--- src/rtl/inst_fetch_pkg.sv ---
// Shared types and constants for the PE instruction fetch path: word layout,
// opcode field, opcodes and the sequencer state encoding.
package inst_fetch_pkg;

  localparam int INST_WIDTH = 16;
  localparam int OPC_W      = 3;
  localparam int OPC_MSB    = 2*INST_WIDTH - 1;

  localparam logic [OPC_W-1:0] OP_MUL    = 3'b100;
  localparam logic [OPC_W-1:0] OP_MULADD = 3'b101;
  localparam logic [OPC_W-1:0] OP_MULSUB = 3'b110;

  localparam logic [2*INST_WIDTH-1:0] NOP_WORD = '0;

  typedef enum logic [1:0] {
    ST_IDLE  = 2'd0,
    ST_RUN   = 2'd1,
    ST_FLUSH = 2'd2
  } state_e;

endpackage

--- src/rtl/inst_fifo.sv ---
// Synchronous FIFO; head word is combinational from storage, push lands next cycle.
// A push into a full FIFO is only accepted together with a pop; clr empties it in one cycle.
module inst_fifo #(
  parameter int DEPTH = 2,
  parameter int WIDTH = 32,
  localparam int CNT_W = $clog2(DEPTH + 1),
  localparam int PTR_W = (DEPTH > 1) ? $clog2(DEPTH) : 1
) (
  input  logic             clk,
  input  logic             rst,
  input  logic             clr,
  input  logic             push,
  input  logic [WIDTH-1:0] push_dat,
  input  logic             pop,
  output logic [WIDTH-1:0] head_dat,
  output logic             empty,
  output logic [CNT_W-1:0] count
);

  logic [WIDTH-1:0] mem_q [DEPTH];
  logic [WIDTH-1:0] mem_d [DEPTH];
  logic [PTR_W-1:0] rd_q, rd_d;
  logic [PTR_W-1:0] wr_q, wr_d;
  logic [CNT_W-1:0] count_q, count_d;
  logic             do_push, do_pop;

  function automatic logic [PTR_W-1:0] ptr_inc(input logic [PTR_W-1:0] p);
    return (p == PTR_W'(DEPTH - 1)) ? '0 : p + 1'b1;
  endfunction

  always_comb begin
    mem_d   = mem_q;
    rd_d    = rd_q;
    wr_d    = wr_q;
    count_d = count_q;
    do_pop  = pop && (count_q != '0);
    do_push = push && ((count_q != CNT_W'(DEPTH)) || do_pop);
    if (clr) begin
      rd_d    = '0;
      wr_d    = '0;
      count_d = '0;
    end else begin
      if (do_push) begin
        mem_d[wr_q] = push_dat;
        wr_d        = ptr_inc(wr_q);
      end
      if (do_pop) begin
        rd_d = ptr_inc(rd_q);
      end
      count_d = count_q + CNT_W'(do_push) - CNT_W'(do_pop);
    end
  end

  always_ff @(posedge clk or posedge rst) begin
    if (rst) begin
      for (int i = 0; i < DEPTH; i++) begin
        mem_q[i] <= '0;
      end
      rd_q    <= '0;
      wr_q    <= '0;
      count_q <= '0;
    end else begin
      mem_q   <= mem_d;
      rd_q    <= rd_d;
      wr_q    <= wr_d;
      count_q <= count_d;
    end
  end

  // Empty head reads as zero so a drained or flushed FIFO never shows stale words.
  assign empty    = (count_q == '0);
  assign head_dat = empty ? '0 : mem_q[rd_q];
  assign count    = count_q;

endmodule

--- src/rtl/inst_fetch.sv ---
// Fetch sequencer: issues ROM reads from base for len words, buffers them for PE decode.
// start->rom_en 1 cycle, ->inst_valid 3 cycles; reads are credited against FIFO space so ready low stalls the ROM.
module inst_fetch
  import inst_fetch_pkg::*;
#(
  parameter int INST_W       = INST_WIDTH * 2,
  parameter int ADDR_W       = 8,
  parameter int FIFO_DEPTH   = 2,
  parameter bit STOP_ON_ZERO = 1'b1
) (
  input  logic              clk,
  input  logic              rst,
  input  logic              start,
  input  logic              abort,
  input  logic [ADDR_W-1:0] prog_base,
  input  logic [ADDR_W:0]   prog_len,
  output logic              rom_en,
  output logic [ADDR_W-1:0] rom_addr,
  input  logic [INST_W-1:0] rom_data,
  output logic [INST_W-1:0] inst_out,
  output logic [OPC_W-1:0]  inst_opcode,
  output logic              inst_valid,
  input  logic              inst_ready,
  output logic              busy,
  output logic              done
);

  localparam int CNT_W = $clog2(FIFO_DEPTH + 1);
  localparam logic [CNT_W:0] DEPTH_C = (CNT_W + 1)'(FIFO_DEPTH);

  state_e            state_q, state_d;
  logic [ADDR_W-1:0] pc_q, pc_d;
  logic [ADDR_W:0]   remaining_q, remaining_d;
  logic              inflight_q, inflight_d;
  logic              stop_q, stop_d;

  logic [CNT_W-1:0]  fifo_count;
  logic              fifo_empty;
  logic              fifo_push;
  logic              fifo_clr;
  logic              pop;
  logic              issue;
  logic              is_nop;
  logic [CNT_W:0]    occupancy;

  assign pop        = inst_valid && inst_ready;
  assign inst_valid = !fifo_empty;
  assign is_nop     = STOP_ON_ZERO && (rom_data == INST_W'(NOP_WORD));

  // Words buffered plus the read in flight, less the one leaving this cycle.
  assign occupancy = {1'b0, fifo_count} + {{CNT_W{1'b0}}, inflight_q} - {{CNT_W{1'b0}}, pop};

  always_comb begin
    state_d     = state_q;
    pc_d        = pc_q;
    remaining_d = remaining_q;
    inflight_d  = 1'b0;
    stop_d      = stop_q;
    issue       = 1'b0;
    fifo_push   = 1'b0;
    fifo_clr    = 1'b0;
    done        = 1'b0;
    case (state_q)
      ST_IDLE: begin
        if (start && !abort) begin
          pc_d        = prog_base;
          remaining_d = prog_len;
          stop_d      = 1'b0;
          state_d     = ST_RUN;
        end
      end
      ST_RUN: begin
        if (abort) begin
          fifo_clr = 1'b1;
          state_d  = ST_FLUSH;
        end else begin
          issue = (remaining_q != '0) && !stop_q && (occupancy < DEPTH_C);
          if (issue) begin
            pc_d        = pc_q + 1'b1;
            remaining_d = remaining_q - 1'b1;
            inflight_d  = 1'b1;
          end
          // Once an end-of-program word is seen, the read already behind it is dropped.
          if (inflight_q) begin
            if (is_nop) begin
              stop_d = 1'b1;
            end else if (!stop_q) begin
              fifo_push = 1'b1;
            end
          end
          if ((remaining_q == '0 || stop_q) && !inflight_q && fifo_count == '0) begin
            done    = 1'b1;
            state_d = ST_IDLE;
          end
        end
      end
      ST_FLUSH: begin
        fifo_clr = 1'b1;
        state_d  = ST_IDLE;
      end
      default: state_d = ST_IDLE;
    endcase
  end

  always_ff @(posedge clk or posedge rst) begin
    if (rst) begin
      state_q     <= ST_IDLE;
      pc_q        <= '0;
      remaining_q <= '0;
      inflight_q  <= 1'b0;
      stop_q      <= 1'b0;
    end else begin
      state_q     <= state_d;
      pc_q        <= pc_d;
      remaining_q <= remaining_d;
      inflight_q  <= inflight_d;
      stop_q      <= stop_d;
    end
  end

  assign rom_en      = issue;
  assign rom_addr    = pc_q;
  assign busy        = (state_q != ST_IDLE);
  assign inst_opcode = inst_out[INST_W-1 -: OPC_W];

  inst_fifo #(
    .DEPTH (FIFO_DEPTH),
    .WIDTH (INST_W)
  ) u_fifo (
    .clk      (clk),
    .rst      (rst),
    .clr      (fifo_clr),
    .push     (fifo_push),
    .push_dat (rom_data),
    .pop      (pop),
    .head_dat (inst_out),
    .empty    (fifo_empty),
    .count    (fifo_count)
  );

endmodule

--- config.mk ---
export PLATFORM = sky130hd
export DESIGN_NAME = inst_fetch
export DESIGN_NICKNAME = d
export VERILOG_FILES = /design/src/rtl/inst_fetch_pkg.sv /design/src/rtl/inst_fifo.sv /design/src/rtl/inst_fetch.sv
export SDC_FILE = /design/constraint.sdc
export NUM_CORES = 1
export LEC_CHECK = 0
export CAP_MARGIN = 40
export CORE_MARGIN = 1.5
export CORE_UTILIZATION = 35
export CTS_BUF_LIST = sky130_fd_sc_hd__clkbuf_16
export CTS_CLUSTER_DIAMETER = 40
export DETAILED_ROUTE_END_ITERATION = 8
export PLACE_DENSITY_LB_ADDON = 0.12
export SYNTH_ARGS = -nofsm -noshare
export SYNTH_HDL_FRONTEND = slang
export SYNTH_HIERARCHICAL = 1
export SYNTH_SLANG_ARGS = --single-unit
export TNS_END_PERCENT = 5
--- constraint.sdc ---
create_clock -name clk -period 5.5 [get_ports clk]
set_input_delay 1.65 -clock clk [delete_from_list [all_inputs] [get_ports clk]]
set_output_delay 1.65 -clock clk [all_outputs]
set_load 0.01 [all_outputs]
==> results of run 1 <==
power groups by stage:
stage	sequential, uW	combinational [uW]	clock (uW)
6_report	1150	1430	660
5_1_grt	1200	1570	711
4_1_cts	1150	1440	688
3_5_place_dp	1160	1410	0
3_3_place_gp	1180	1350	0
2_1_floorplan	1070	951	0
metal layers:
layer	vias to the layer above	GRT usage (%)	wire, um
li1	1682	-	-
met5	-	0	0
met1	1744	21.8	5230
met4	0	5.06	157
met3	12	5.09	579
met2	94	28.1	5440
cells by family after synthesis:
family	share of synthesized area (%)
xor+xnor	1.28
simple gates	13.0
mux	25.6
buf+inv	4.48
fa+ha+maj	2.51
compound gates	6.47
flops	46.6
final cells by class:
class | count | area [um2] | share of cell area (%)
Timing Repair Buffer | 115 | 1150 | 18.2
Tap cell | 176 | 220 | 3.47
Sequential cell | 89 | 2230 | 35.1
Multi-Input combinational cell | 286 | 2360 | 37.3
Inverter | 15 | 56.3 | 0.888
Clock inverter | 7 | 92.6 | 1.46
Clock buffer | 9 | 225 | 3.55
worst max-delay path: cells and delay by family:
kind	cells	cell delay (ps)
fa+ha+maj	2	740
simple gates	3	540
buf+inv	3	480
compound gates	1	330
stage by stage:
stage                     hold slack, ps  std cells  util [%]  worst slack (ps)
after floorplan                      479        416         -               233
after detailed placement             491        678      45.0              -748
after global routing                 511        697      47.7              20.4
final                                503        697      47.7               108
after CTS                            506        697      47.7               109
after global placement               486        675      44.6              -676
cell usage after synthesis (7+ instances only):
library cell and n:
a21oi_1 11, buf_2 9, clkbuf_1 7, dfrtp_1 89
ha_1 8, inv_1 15, mux2_2 34, mux2_4 30
mux2i_1 39, nand2_1 18, nand2b_1 7, nand3_1 10
nor2_1 50, nor4_1 11, o22ai_1 12
flip-flops by register name, summed over array words and instances, names as in the netlist:
signal and cells:
rom_addr 8, u_fifo/mem_q 64, inflight_q 1, remaining_q 9, state_q 2, stop_q 1, u_fifo/count 2, u_fifo/wr_q 1
u_fifo/rd_q 1
worst min-delay path by stage:
stage	slack, ps	start	end
3_3_place_gp	490	u_fifo/mem_q[59]	u_fifo/mem_q[59]
4_1_cts	510	u_fifo/mem_q[55]	u_fifo/mem_q[55]
6_report	500	u_fifo/mem_q[55]	u_fifo/mem_q[55]
2_1_floorplan	480	u_fifo/mem_q[32]	u_fifo/mem_q[32]
3_5_place_dp	490	u_fifo/mem_q[55]	u_fifo/mem_q[55]
5_1_grt	510	u_fifo/mem_q[43]	u_fifo/mem_q[43]
repair_timing:
item,CTS,global route
setup buffers,3,0
setup endpoints to repair,1,0
resized for setup,9,0
hold buffers,0,0
==> results.json, run 1 <==
{
  "die_x_um": 120,
  "antenna_left": 0,
  "cts_max_path_buffers": 2,
  "cts_max_level": 3,
  "required_ps": 3850,
  "synth_top_area_share_pct": 46.6,
  "core_area_um2": 13300,
  "finalHoldViolations": 0,
  "die_y_um": 120,
  "sw_frac_of_total_pct": 35.1,
  "path_max_fanout": 2,
  "total_power_uw": 3240,
  "combinationalPowerShare_pct": 44.0,
  "antenna_found_initial": 0,
  "synth_edf_count": 0,
  "fill_cells": 1255,
  "netSwitchingPower_uw": 1140,
  "wl_um": 11400,
  "ios": 101,
  "status": "finished clean",
  "layout-drive-gt1-share_pct": 20.9,
  "end_kind": "primary output",
  "dieArea_um2": 14400,
  "cts_tree": "built",
  "r2r_cells": 7,
  "worstReg2RegEnd": "u_fifo/mem_q[15]",
  "grt_pass1_wl_um": 19300,
  "r2r_setup_slack_ps": 2030,
  "setup_tns_ps": 0,
  "yosysTopAreaCell": "dfrtp_1",
  "rsz0062_at_grt": "false",
  "r2r-start": "state_q[1]",
  "start_util_pct": 35.9,
  "grt_max_degree": 34,
  "worstHoldPathCells": 1,
  "p_int_uw": 2100,
  "ys_top_cells_by_area": "dfrtp_1 47%, mux2_4 9.4%, mux2i_1 8.2%, mux2_2 8.0%, nor2_1 3.9%",
  "layout_min_cycle_time_ps": 5390,
  "first_iter_violations": 215,
  "cts.clk_slew.worst_paths_ps": 60,
  "power_density_nw_per_um2": 511,
  "crit_chain": "dlygate4sd2_1, nor2b_4, ha_1, nand2b_1, fa_1, inv_1, a2111oi_4, nor3b_4, buf_2",
  "finalInstanceArea_um2": 6340,
  "vdd_drop_max_mv": 0.194,
  "slowest_delay_ps": 480,
  "crit_path_start_kind": "primary input",
  "grt_overflow": 0,
  "place_congestion": 0.805,
  "yosys_most_used_dff": "dfrtp_1",
  "fin_crit_sh_pct": 98.0,
  "arrival_ps": 3740,
  "fin_skew_ps": 4.29,
  "final_common_cell": "clkdlybuf4s50_1",
  "clock_sinks": 89,
  "numCtsBuffers": 9,
  "first_pass_iters": 4,
  "synth_cell_types": 50,
  "ys_seq_area_share_pct": 46.6,
  "timing.fmax_mhz": 185,
  "drv_cap": 0,
  "route.detailed.wl_per_inst_um": 16.4,
  "grt_use_total_pct": 17.1,
  "worstMarginPinSlew_ps": 743,
  "seqPwrFrac_pct": 35.6,
  "viasPerCell": 5.07,
  "clock_latency_ps": 340,
  "hp-class": "flop to flop",
  "leakagePower_uw": 0.00284,
  "nNetsFinal": 579,
  "drcViolationCount": 0,
  "mostFrequentLayoutCells": "98 x clkdlybuf4s50_1, 88 x dfrtp_1, 49 x nor2_1",
  "post-dp-hpwl_um": 7790,
  "rows": 42,
  "place_area_um2": 5990,
  "syn_nets": 479,
  "vias": 3532,
  "grt_pass1_vias": 3788,
  "synthCells": 416,
  "diodes": 0,
  "portBuffers": 100,
  "syn_to_final_growth_pct": 32.7,
  "syn-cell-area_um2": 4780,
  "syn_area_per_cell_um2": 11.5,
  "async_flop_share_pct": 100,
  "setup_viol": 0,
  "clockPowerShare_pct": 20.4,
  "crit_slowest_cell": "fa_1",
  "max_slew_margin_pct": 50.3,
  "ys_ff_latch": 89,
  "critPathKind": "primary input to primary output",
  "crit_path_start": "inst_ready",
  "crit_end": "rom_en",
  "drv_slew": 0,
  "ys.warnings.count": 6,
  "root_buffer": "clkbuf_16"
}
(Power assumes the default switching activity.)
==> run 2: changes to the inputs <==
Settings changed: CTS_BUF_LIST sky130_fd_sc_hd__clkbuf_16 to sky130_fd_sc_hd__clkbuf_8.
==> run 2 against run 1 <==
Against the previous run: maximum frequency about the same; combinational power about the same; register-to-register slack better by 20 ps; first-iteration DRC count up 1.4%; design area down 1.2%; clock skew up 2.8 ps; worst hold slack better by 5.0 ps; sequential power about the same; total power down 4.0%; final cell count up 0.14%; critical endpoint unchanged.
==> results.json, run 2 (synthesis gave the netlist of run 1 again) <==
{
  "status": "finished clean",
  "nNetsFinal": 580,
  "die_y_um": 120,
  "start_util_pct": 35.9,
  "rows": 42,
  "arrival_ps": 3740,
  "mostFrequentLayoutCells": "98 x clkdlybuf4s50_1, 88 x dfrtp_1, 49 x nor2_1",
  "die_x_um": 120,
  "crit_end": "rom_en",
  "crit_chain": "dlygate4sd2_1, nor2b_4, ha_1, nand2b_1, fa_1, inv_1, a2111oi_4, nor3b_4, buf_2",
  "fill_cells": 1266,
  "hp-class": "flop to flop",
  "cts_tree": "built",
  "critPathKind": "primary input to primary output",
  "leakagePower_uw": 0.00282,
  "place_area_um2": 5990,
  "final_common_cell": "clkdlybuf4s50_1",
  "finalHoldViolations": 0,
  "ios": 101,
  "drv_slew": 0,
  "antenna_left": 0,
  "maxUsedRoutingLayer": "met4",
  "power_density_nw_per_um2": 496,
  "multi_input_area_um2": 2360,
  "first_iter_violations": 218,
  "worstReg2RegEnd": "u_fifo/mem_q[4]",
  "total_power_uw": 3110,
  "finalInstanceArea_um2": 6270,
  "portBuffers": 100,
  "path_max_fanout": 2,
  "wl_um": 11400,
  "end_kind": "primary output",
  "worstMarginPinSlew_ps": 744,
  "place_congestion": 0.805,
  "slowest_delay_ps": 480,
  "timing.fmax_mhz": 186,
  "largest_reg_flops": 64,
  "grt_use_total_pct": 17.1,
  "diodes": 0,
  "setup_viol": 0,
  "grt_overflow": 0,
  "route.detailed.wl_per_inst_um": 16.4,
  "crit_slowest_cell": "fa_1",
  "required_ps": 3850,
  "first_pass_iters": 4,
  "cts.clk_slew.worst_paths_ps": 90,
  "syn_to_final_growth_pct": 31.1,
  "cts_max_level": 3,
  "r2r-start": "state_q[1]",
  "layout_min_cycle_time_ps": 5390,
  "grt_pass1_vias": 3774,
  "r2r_cells": 7,
  "vdd_drop_max_mv": 0.193,
  "finish.utilization_pct": 47.1,
  "crit_path_start": "inst_ready",
  "post-dp-hpwl_um": 7790,
  "antenna_found_initial": 0,
  "clock_sinks": 89,
  "drt-met1-wl_um": 5170,
  "dp_cells": 678,
  "rsz0062_at_grt": "false",
  "clock_latency_ps": 370,
  "fin_skew_ps": 7.08,
  "grt_pass1_wl_um": 19300,
  "fin_crit_sh_pct": 98.0,
  "vias": 3580,
  "r2r_setup_slack_ps": 2050,
  "layout-drive-gt1-share_pct": 21.5,
  "regMostFlops": "u_fifo/mem_q",
  "dr_wl_met3_um": 644,
  "dieArea_um2": 14400,
  "drcViolationCount": 0,
  "wl_met2_um": 5430,
  "root_buffer": "clkbuf_8",
  "seq_area_um2": 2230,
  "cts_max_path_buffers": 2,
  "crit_path_start_kind": "primary input",
  "max_slew_margin_pct": 50.2,
  "core_area_um2": 13300,
  "drv_cap": 0,
  "finalNonFillerCells": 698,
  "grt_max_degree": 34,
  "numCtsBuffers": 9,
  "viasPerCell": 5.13
}
==> run 2: final cells by class <==
cell class              instances  share of cell area, %
well taps                     176                   3.51
repair buffers                116                   18.5
clock buffers                  11                   2.42
flip-flops and latches         89                   35.6
multi-input cells             286                   37.7
inverters                      15                  0.899
clock inverters                 5                   1.36
==> run 2: worst min-delay path by stage <==
stage,start,end,depth (start not counted)
5_1_grt,u_fifo/mem_q[43],u_fifo/mem_q[43],1
4_1_cts,u_fifo/mem_q[55],u_fifo/mem_q[55],1
3_3_place_gp,u_fifo/mem_q[59],u_fifo/mem_q[59],1
2_1_floorplan,u_fifo/mem_q[32],u_fifo/mem_q[32],1
6_report,u_fifo/mem_q[55],u_fifo/mem_q[55],1
3_5_place_dp,u_fifo/mem_q[55],u_fifo/mem_q[55],1
==> run 2: critical path: cells and delay by family <==
family	cells	cell delay, ps
buffers and inverters	3	470
adder cells (fa/ha/maj)	2	740
AO/OA/AOI/OAI	1	330
AND/OR/NAND/NOR	3	540
==> run 2: metrics by stage <==
step / setup TNS (ps) / setup slack [ps] / hold slack (ps)
floorplan: 0 / 233 / 479
global placement: -676 / -676 / 486
detailed placement: -748 / -748 / 491
CTS: 0 / 109 / 512
global route: 0 / 12.8 / 519
finish: 0 / 112 / 508
==> run 2: power breakdown <==
part | switching [uW] | internal, uW | total [uW]
registers | 241 | 910 | 1150
logic | 631 | 792 | 1420
clock network | 248 | 284 | 532
==> run 2: routing by layer <==
metal  vias to the layer above  global-route usage (%)
li1                       1687                       -
met1                      1771                    21.7
met2                       102                    27.9
met3                        20                    5.13
met4                         0                    5.51
met5                         -                       0
==> run 2: timing repair <==
| item | CTS | global route |
|---|---|---|
| buffers inserted | 3 | 1 |
| endpoints found under the setup margin | 1 | 1 |
| pin swaps | 1 | 0 |
| gates resized for setup | 9 | 0 |
| hold buffers | 0 | 0 |
